File: src/rtl/dmem_port_controller.sv
// Two-port front end for the word-addressed data memory: round-robin arbitration,
// alignment checking, lane select/extension and read-modify-write for sub-word stores.
module dmem_port_controller #(
  parameter int DATA_WIDTH = 32
) (
  input  logic                    clk,
  input  logic                    rst_n,
  input  logic [1:0]              req_valid,
  output logic [1:0]              req_ready,
  input  logic [1:0]              req_we,
  input  logic [3:0]              req_size,
  input  logic [1:0]              req_unsigned,
  input  logic [2*DATA_WIDTH-1:0] req_addr,
  input  logic [2*DATA_WIDTH-1:0] req_wdata,
  output logic [1:0]              rsp_valid,
  output logic                    rsp_err,
  output logic [DATA_WIDTH-1:0]   rsp_rdata,
  output logic                    mem_read,
  output logic                    mem_write,
  output logic [1:0]              mem_maskmode,
  output logic                    mem_sext,
  output logic [DATA_WIDTH-1:0]   mem_address,
  output logic [DATA_WIDTH-1:0]   mem_write_data,
  input  logic [DATA_WIDTH-1:0]   mem_read_data
);

  typedef enum logic [1:0] {IDLE, READ, WRITE, RESP} state_e;

  state_e          state_q;
  logic            last_grant_q;
  logic            port_q;
  logic            we_q;
  logic [1:0]      size_q;
  logic            uns_q;
  logic [1:0]      off_q;
  logic [31:0]     wdata_q;
  logic [31:0]     mem_addr_q;
  logic [31:0]     mem_wdata_q;
  logic            mem_read_q;
  logic            mem_write_q;
  logic [1:0]      rsp_valid_q;
  logic            rsp_err_q;
  logic [31:0]     rsp_rdata_q;

  logic            grant_d;
  logic [1:0]      g_size;
  logic [31:0]     g_addr;
  logic [31:0]     g_wdata;

  function automatic logic misaligned(input logic [1:0] sz, input logic [1:0] off);
    case (sz)
      2'b00:   misaligned = 1'b0;
      2'b01:   misaligned = off[0];
      2'b10:   misaligned = (off != 2'b00);
      default: misaligned = 1'b1;
    endcase
  endfunction

  function automatic logic [31:0] extract(input logic [31:0] w, input logic [1:0] sz,
                                          input logic [1:0] off, input logic uns);
    logic [7:0]  b;
    logic [15:0] h;
    b = w[{off, 3'b000} +: 8];
    h = w[{off[1], 4'b0000} +: 16];
    case (sz)
      2'b00:   extract = uns ? {24'h0, b} : {{24{b[7]}}, b};
      2'b01:   extract = uns ? {16'h0, h} : {{16{h[15]}}, h};
      default: extract = w;
    endcase
  endfunction

  function automatic logic [31:0] merge(input logic [31:0] w, input logic [1:0] sz,
                                        input logic [1:0] off, input logic [31:0] wd);
    logic [31:0] r;
    r = w;
    case (sz)
      2'b00:   r[{off, 3'b000} +: 8]     = wd[7:0];
      2'b01:   r[{off[1], 4'b0000} +: 16] = wd[15:0];
      default: r = wd;
    endcase
    return r;
  endfunction

  always_comb begin
    grant_d = 1'b0;
    case (req_valid)
      2'b10:   grant_d = 1'b1;
      2'b11:   grant_d = ~last_grant_q;
      default: grant_d = 1'b0;
    endcase
    req_ready = '0;
    if (state_q == IDLE && req_valid != 2'b00) req_ready[grant_d] = 1'b1;
    g_size  = req_size[{grant_d, 1'b0} +: 2];
    g_addr  = req_addr[{grant_d, 5'b00000} +: 32];
    g_wdata = req_wdata[{grant_d, 5'b00000} +: 32];
  end

  always_ff @(posedge clk or negedge rst_n) begin
    if (!rst_n) begin
      state_q      <= IDLE;
      last_grant_q <= 1'b1;
      port_q       <= 1'b0;
      we_q         <= 1'b0;
      size_q       <= '0;
      uns_q        <= 1'b0;
      off_q        <= '0;
      wdata_q      <= '0;
      mem_addr_q   <= '0;
      mem_wdata_q  <= '0;
      mem_read_q   <= 1'b0;
      mem_write_q  <= 1'b0;
      rsp_valid_q  <= '0;
      rsp_err_q    <= 1'b0;
      rsp_rdata_q  <= '0;
    end else begin
      case (state_q)
        IDLE: begin
          if ((req_valid & req_ready) != 2'b00) begin
            last_grant_q <= grant_d;
            port_q       <= grant_d;
            we_q         <= req_we[grant_d];
            size_q       <= g_size;
            uns_q        <= req_unsigned[grant_d];
            off_q        <= g_addr[1:0];
            wdata_q      <= g_wdata;
            mem_addr_q   <= {g_addr[31:2], 2'b00};
            if (misaligned(g_size, g_addr[1:0])) begin
              rsp_valid_q[grant_d] <= 1'b1;
              rsp_err_q            <= 1'b1;
              rsp_rdata_q          <= '0;
              state_q              <= RESP;
            end else if (req_we[grant_d] && g_size == 2'b10) begin
              mem_wdata_q <= g_wdata;
              mem_write_q <= 1'b1;
              state_q     <= WRITE;
            end else begin
              // Loads and sub-word stores both start by fetching the full word.
              mem_read_q <= 1'b1;
              state_q    <= READ;
            end
          end
        end
        READ: begin
          mem_read_q <= 1'b0;
          if (we_q) begin
            mem_wdata_q <= merge(mem_read_data, size_q, off_q, wdata_q);
            mem_write_q <= 1'b1;
            state_q     <= WRITE;
          end else begin
            rsp_rdata_q         <= extract(mem_read_data, size_q, off_q, uns_q);
            rsp_err_q           <= 1'b0;
            rsp_valid_q[port_q] <= 1'b1;
            state_q             <= RESP;
          end
        end
        WRITE: begin
          mem_write_q         <= 1'b0;
          rsp_rdata_q         <= '0;
          rsp_err_q           <= 1'b0;
          rsp_valid_q[port_q] <= 1'b1;
          state_q             <= RESP;
        end
        RESP: begin
          rsp_valid_q <= '0;
          rsp_err_q   <= 1'b0;
          rsp_rdata_q <= '0;
          state_q     <= IDLE;
        end
        default: state_q <= IDLE;
      endcase
    end
  end

  assign rsp_valid      = rsp_valid_q;
  assign rsp_err        = rsp_err_q;
  assign rsp_rdata      = rsp_rdata_q;
  assign mem_read       = mem_read_q;
  assign mem_write      = mem_write_q;
  assign mem_maskmode   = 2'b10;
  assign mem_sext       = 1'b0;
  assign mem_address    = mem_addr_q;
  assign mem_write_data = mem_wdata_q;

endmodule

File: config.mk
export PLATFORM = sky130hd
export DESIGN_NAME = dmem_port_controller
export DESIGN_NICKNAME = d
export VERILOG_FILES = /design/src/rtl/dmem_port_controller.sv
export SDC_FILE = /design/constraint.sdc
export NUM_CORES = 1
export LEC_CHECK = 0
export BUFFER_PORTS_ARGS = -buffer_cell sky130_fd_sc_hd__buf_4
export CELL_PAD_IN_SITES_DETAIL_PLACEMENT = 1
export CELL_PAD_IN_SITES_GLOBAL_PLACEMENT = 2
export CORE_MARGIN = 10
export CORE_UTILIZATION = 30
export CTS_BUF_LIST = sky130_fd_sc_hd__clkbuf_8
export CTS_CLUSTER_DIAMETER = 80
export DETAILED_ROUTE_END_ITERATION = 10
export PLACE_DENSITY_LB_ADDON = 0.1
export SLEW_MARGIN = 20
export SYNTH_ARGS = -nofsm -noshare
export SYNTH_HDL_FRONTEND = slang
export SYNTH_SLANG_ARGS = --single-unit
export TNS_END_PERCENT = 50
File: constraint.sdc
create_clock -name clk -period 3.5 [get_ports clk]
set_clock_uncertainty 0.1 [all_clocks]
set_input_delay 0.7 -clock clk [delete_from_list [all_inputs] [get_ports clk]]
set_output_delay 0.7 -clock clk [all_outputs]
set_load 0.02 [all_outputs]
==> flow_summary.ini, run 1 <==
[sta]
clock.fmax_ghz = 0.334
timing.max_slew.rel_slack_pct = 31.3
rsz_0062_raised_after_global_routing = no
final_cycle_share_pct = 85.5
final.setup.tns_ns = 0
worst_pin_slew_ns = 1.03
hold_violations = 0
slew_viol_final = 0
min_period_ns = 2.99
report.final.setup_viol = 0

[pwr]
sequentialPowerShare_pct = 31.1
swShare_pct = 47.3
power_frac_clock_pct = 14.0
combPwrFrac_pct = 54.9
internal_power_w = 0.00516
power.static_leakage_nw = 5.22
net-switching-power_w = 0.00464
ratio_of_total_power_to_cell_area_nw_per_um2 = 907
vdd_drop_max_uv = 444

[cts]
ctsHoldBuffers = 0
cts_root_buf = clkbuf_8
clkSlewWorstSetupHoldPaths_ns = 0.09
clock-sinks = 141
ctsResizeCount = 0
htree_num_levels = 4
worst_skew_late_latency_ns = 0.46
cts_inserted_buffers = 17
post_cts_buffers = 0
tritoncts = done
max-clock-path-buffers = 2

[floorplan]
initial_core_util_pct = 30.6
die-area_sq_um = 33700
top_level_ports = 278
floorplan.rows = 59
die_y_um = 183
core_region_area_sq_um = 26200
floorplan.die.width_um = 183

[cells_and_area]
layout-area-overhead-vs-synth_pct = 34.7
fin_util_pct = 41.2
number_of_antenna_repair_diodes = 0
finish.net_count = 1309
final_layout_size_suffix_gt1_share_pct = 30.9

[worst_setup_path]
reg_to_reg_critical_path_startpoint = off_q[0]
critical_path.startpoint_type = register
startpoint = state_q[0]
critical_path_capture_point_type = primary output
timing.critical_path.required_ns = 2.70
cp_max_fo = 134
path_class = reg -> out
worstPathArrival_ns = 2.19

[synth]
postSynth.asyncResetShare_pct = 100
synth_seq_area_share_pct = 44.0
number_of_synthesized_register_bits = 141
netlist_top_cells_area = dfrtp_1 (44%), mux2i_1 (9.9%), nand2_1 (8.3%)
synth-compound-area-share_pct = 23.2
ys_types = 59
main_synth_ff_type = dfrtp_1
xor_xnor_portion_of_the_synthesized_cell_area_pct = 0
yosysTopAreaCell = dfrtp_1
yosysMostFrequentCell = nand2_1
synthesis.area_sq_um = 8020
post_synth_and_or_nand_nor_area_fraction_pct = 14.6
netlist.area_leader.share_pct = 43.7
largest_family_of_logic_cells_by_synthesized_area = compound AO/OA/AOI/OAI gates
syn_avg_cell_area_sq_um = 9.12
yosys-top-cells-count = nand2_1 (178), dfrtp_1 (140), o21ai_0 (96)
post_synth_mux_area_share_pct = 11.3
synth-adder-area-share_pct = 1.72
ys.warnings.count = 0
synthesis.instances = 879
edff_count_synth = 0

[min_path]
hold_path_class = in -> async

[placed_design]
routabilityCongestion = 0.849
dp.final_hpwl_mm = 24.6
placement.io_buffers = 272

[detailed_routing]
final_antenna_net_count = 0
detail_route.drc_violations = 0
route.final.wire_length_mm = 32.3
via_count = 7658
drt_first_pass_iters = 8
drt-wirelength-per-cell_um = 21.9
drt_iter0_markers = 540
vias_per_cell = 5.20

[global_routing]
grt-ovfl-total = 0
first_global_vias = 8173
grt_antenna_before_repair = 1
first_pass_grt_wire_length_mm = 50.0
globalRouteTotalUtil_pct = 19.0
maximum_number_of_pins_on_one_net_before_global_route_repair = 135

[run]
max_cap_viol_count = 0

[status]
run_status = completed
kinds of logic after synthesis:
kind of cell / Yosys count
multiplexers: 89
AND/OR/NAND/NOR: 264
flip-flops: 141
adder cells (fa/ha/maj): 11
buffers and inverters: 93
other: 2
AO/OA/AOI/OAI: 279
critical path, cell delays in order, from the launching register on:
cell and delay (ns):
dfrtp_1 0.44, inv_1 0.11, ha_1 0.31, o21ai_4 0.13
buf_12 0.45, nor2_1 0.11, buf_4 0.18
through the flow:
step | setup slack [ns] | hold WS [ns] | total power, W | cell area, sq um | instances
after global routing | 0.293 | 0.0544 | 0.0106 | 10800 | 1474
after detailed placement | 0.620 | 0.364 | 0.00853 | 10400 | 1442
after floorplan | 0.874 | 0.304 | 0.00628 | 8030 | 882
after CTS | 0.448 | 0.0480 | 0.00994 | 10800 | 1474
after global placement | 0.650 | 0.363 | 0.00847 | 10400 | 1442
final | 0.506 | 0.0629 | 0.00980 | 10800 | 1474
state kept, by name, indices dropped and copies added (netlist names), 2 cells and up:
register and cells:
mem_write_data 32, size_q 2, state_q 2, off_q 2
rsp_valid 2, wdata_q 32, rsp_rdata 32, mem_address 30
power by group through the flow:
stage / Combinational [W] / Sequential [W] / Clock [W]
finish: 0.00538 / 0.00305 / 0.00137
global route: 0.00594 / 0.00316 / 0.00149
CTS: 0.00546 / 0.00306 / 0.00142
detailed placement: 0.00544 / 0.00308 / 0
global placement: 0.00539 / 0.00307 / 0
floorplan: 0.00280 / 0.00348 / 0
layer usage:
layer  up-vias  wire length [um]  global-route usage [%]
li1       3673                 -                       -
met1      3700             14400                    24.6
met2       253             15000                    30.0
met3        30              2380                    5.89
met4         2               496                    4.85
met5         -                20                       0
cell type report:
cell class              count  area, sq um
fillers                  3063        15400
multi-input cells         648         4120
flip-flops and latches    141         3530
repair buffers            295         2260
well taps                 335          419
clock buffers              18          248
clock inverters            14          145
inverters                  23         86.3
final timing paths:
check	end	slack (ns)	depth (start not counted)
hold reg to reg	rsp_err	0.38	2
setup reg to reg	mem_write_data[16]	0.65	7
min in group clk	rsp_err	0.38	2
hold / removal	wdata_q[3]	0.06	1
setup / recovery	req_ready[0]	0.51	6
max in group asynchronous	rsp_rdata[21]	2.37	2
cells in the final DEF (no fill, tap or decap), drive strengths merged, types with 3 or more instances in the layout:
cell type  Yosys  final
and2          16     16
buf           38    295
nor3b          3      3
ha            11     11
clkinvlp       0      5
a221o          4      4
nand2        178    178
inv           23     28
a311oi         7      7
a31o           3      3
nor3           8      8
o31ai         12     12
a221oi        24     24
a21o           8      8
a222oi        11     11
nand2b         6      6
o22ai         14     14
mux2i         79     79
o2bb2ai        6      6
mux2          10     10
nor4           4      4
a21oi         40     40
clkbuf        32     18
nor2          30     30
o221ai        10     10
o21ai        107    107
nand3          9      9
a211oi        16     16
conb           2      5
nor2b          3      3
dfrtp        140    140
Note: power is estimated with default switching activity, not from simulation.
==> inputs of run 2 (changes only) <==
- BUFFER_PORTS_ARGS: -buffer_cell sky130_fd_sc_hd__buf_4 -> -buffer_cell sky130_fd_sc_hd__buf_2
==> run 2 against run 1 <==
Global-route usage grew 0.19 points. Sequential power is essentially flat. First-iteration DRC count is 14% lower. Non-clock buffer count stayed put. Register-to-register slack better by 0.06 ns. Clock-buffer cell count fell by 1. Cell count hardly changed. Utilization decreased by 2.6 points. Clock power about the same. Die area unchanged. Fmax down 0.40%.
==> flow_summary.ini, run 2 (synthesis gave the netlist of run 1 again) <==
[cts]
tritoncts = done
htree_num_levels = 4
clkSlewWorstSetupHoldPaths_ns = 0.10
cts_inserted_buffers = 17
cts_root_buf = clkbuf_8
ctsResizeCount = 0
ctsHoldBuffers = 0
clock-sinks = 141
post_cts_buffers = 0
max-clock-path-buffers = 2
worst_skew_late_latency_ns = 0.46

[sta]
min_period_ns = 3.01
timing.hold.ws_ns = 0.0711
timing.max_slew.rel_slack_pct = 31.3
final_cycle_share_pct = 85.9
clock.fmax_ghz = 0.333
slew_viol_final = 0
report.final.setup_viol = 0
rsz_0062_raised_after_global_routing = no
hold_violations = 0
worst_pin_slew_ns = 1.02
final.setup.tns_ns = 0

[pwr]
vdd_drop_max_uv = 453
ratio_of_total_power_to_cell_area_nw_per_um2 = 936
total_power_w = 0.00948
power.static_leakage_nw = 5.04

[run]
max_cap_viol_count = 0

[global_routing]
use_met3_pct = 5.36
first_pass_grt_wire_length_mm = 50.6
grt_antenna_before_repair = 3
first_global_vias = 8384
grt-ovfl-total = 0
global_route.usage.met1_pct = 24.9
globalRouteTotalUtil_pct = 19.2
gr-usage-met2_pct = 30.9
global_route.peak_usage_layer = met2
maximum_number_of_pins_on_one_net_before_global_route_repair = 135

[worst_setup_path]
cp_max_fo = 134
worstPathArrival_ns = 2.21
timing.critical_path.required_ns = 2.70
critical_path.startpoint_type = register
critical_path_capture_point_type = primary output
path_class = reg -> out

[placed_design]
placedCellCount = 1442
routabilityCongestion = 0.851
dp.final_hpwl_mm = 25.0
placement.io_buffers = 272
instance_area_after_placement_sq_um = 9730

[detailed_routing]
drt-wirelength-per-cell_um = 22.3
route.final.wire_length_mm = 32.9
drt_iter0_markers = 467
via_count = 7691
detail_route.drc_violations = 0
final_antenna_net_count = 0
vias_per_cell = 5.21
drt_first_pass_iters = 5

[cells_and_area]
final_layout_size_suffix_gt1_share_pct = 31.0
finalInstanceArea_sq_um = 10100
layout_commonest_cell = buf_2
multiInputGateArea_sq_um = 4120
finish.net_count = 1309
filler_cell_count = 3151
final_instance_count_without_filler_cells = 1475
layout-area-overhead-vs-synth_pct = 26.3
most-common-layout-cells = buf_2 (271), nand2_1 (178), dfrtp_1 (140)
final-seq-area_sq_um = 3530

[floorplan]
floorplan.rows = 59
floorplan.die.width_um = 183
initial_core_util_pct = 30.6
top_level_ports = 278
die_y_um = 183
die-area_sq_um = 33700
core_region_area_sq_um = 26200

[status]
run_status = completed

[min_path]
hold_path_class = in -> async
-- run 2: changes by cell type in the layout (fill, tap and decap cells not counted), sizes merged --
cell      previous run  this run
inv                 28        29
clkinv               2         5
clkbuf              18        17
clkinvlp             5         2
diode                0         1
-- run 2: area by class of cell --
class / instances / area share (%)
flip-flops and latches: 141 / 34.9
clock inverters: 15 / 1.59
clock buffers: 17 / 2.31
inverters: 23 / 0.852
diodes: 1 / 0.0247
repair buffers: 295 / 15.6
well taps: 335 / 4.14
multi-input cells: 648 / 40.6
-- run 2: worst max-delay path, stage by stage, from the launching register on --
cell and delay, ns:
dfrtp_1 0.45, inv_1 0.11, ha_1 0.32, o21ai_4 0.12, buf_12 0.39, nor2_1 0.09, buf_2 0.18
-- run 2: layer usage --
metal	wire, um	vias up
met4	398	4
met5	21	-
met1	14700	3761
li1	-	3667
met3	2490	27
met2	15300	232
-- run 2: report_power, final --
part	switching (W)	internal, W
Combinational	0.00326	0.00178
Clock	0.000746	0.000645
Sequential	0.000653	0.00240
Total	0.00466	0.00482
-- run 2: worst paths after layout --
path / start / endpoint / slack [ns] / cells past startpoint
max: state_q[0] / req_ready[0] / 0.49 / 6
min in group clk: rsp_rdata[1] / rsp_rdata[1] / 0.38 / 2
max reg2reg: off_q[0] / mem_write_data[23] / 0.71 / 7
max in group asynchronous: rst_n / rsp_rdata[7] / 2.23 / 2
min reg2reg: rsp_rdata[1] / rsp_rdata[1] / 0.38 / 2
min: rst_n / mem_write_data[4] / 0.07 / 1
-- run 2: per-stage QoR --
step / util, % / setup slack, ns
floorplan: - / 0.874
global placement: 37.1 / 0.727
detailed placement: 37.1 / 0.708
CTS: 38.6 / 0.437
global route: 38.6 / 0.283
finish: 38.6 / 0.494
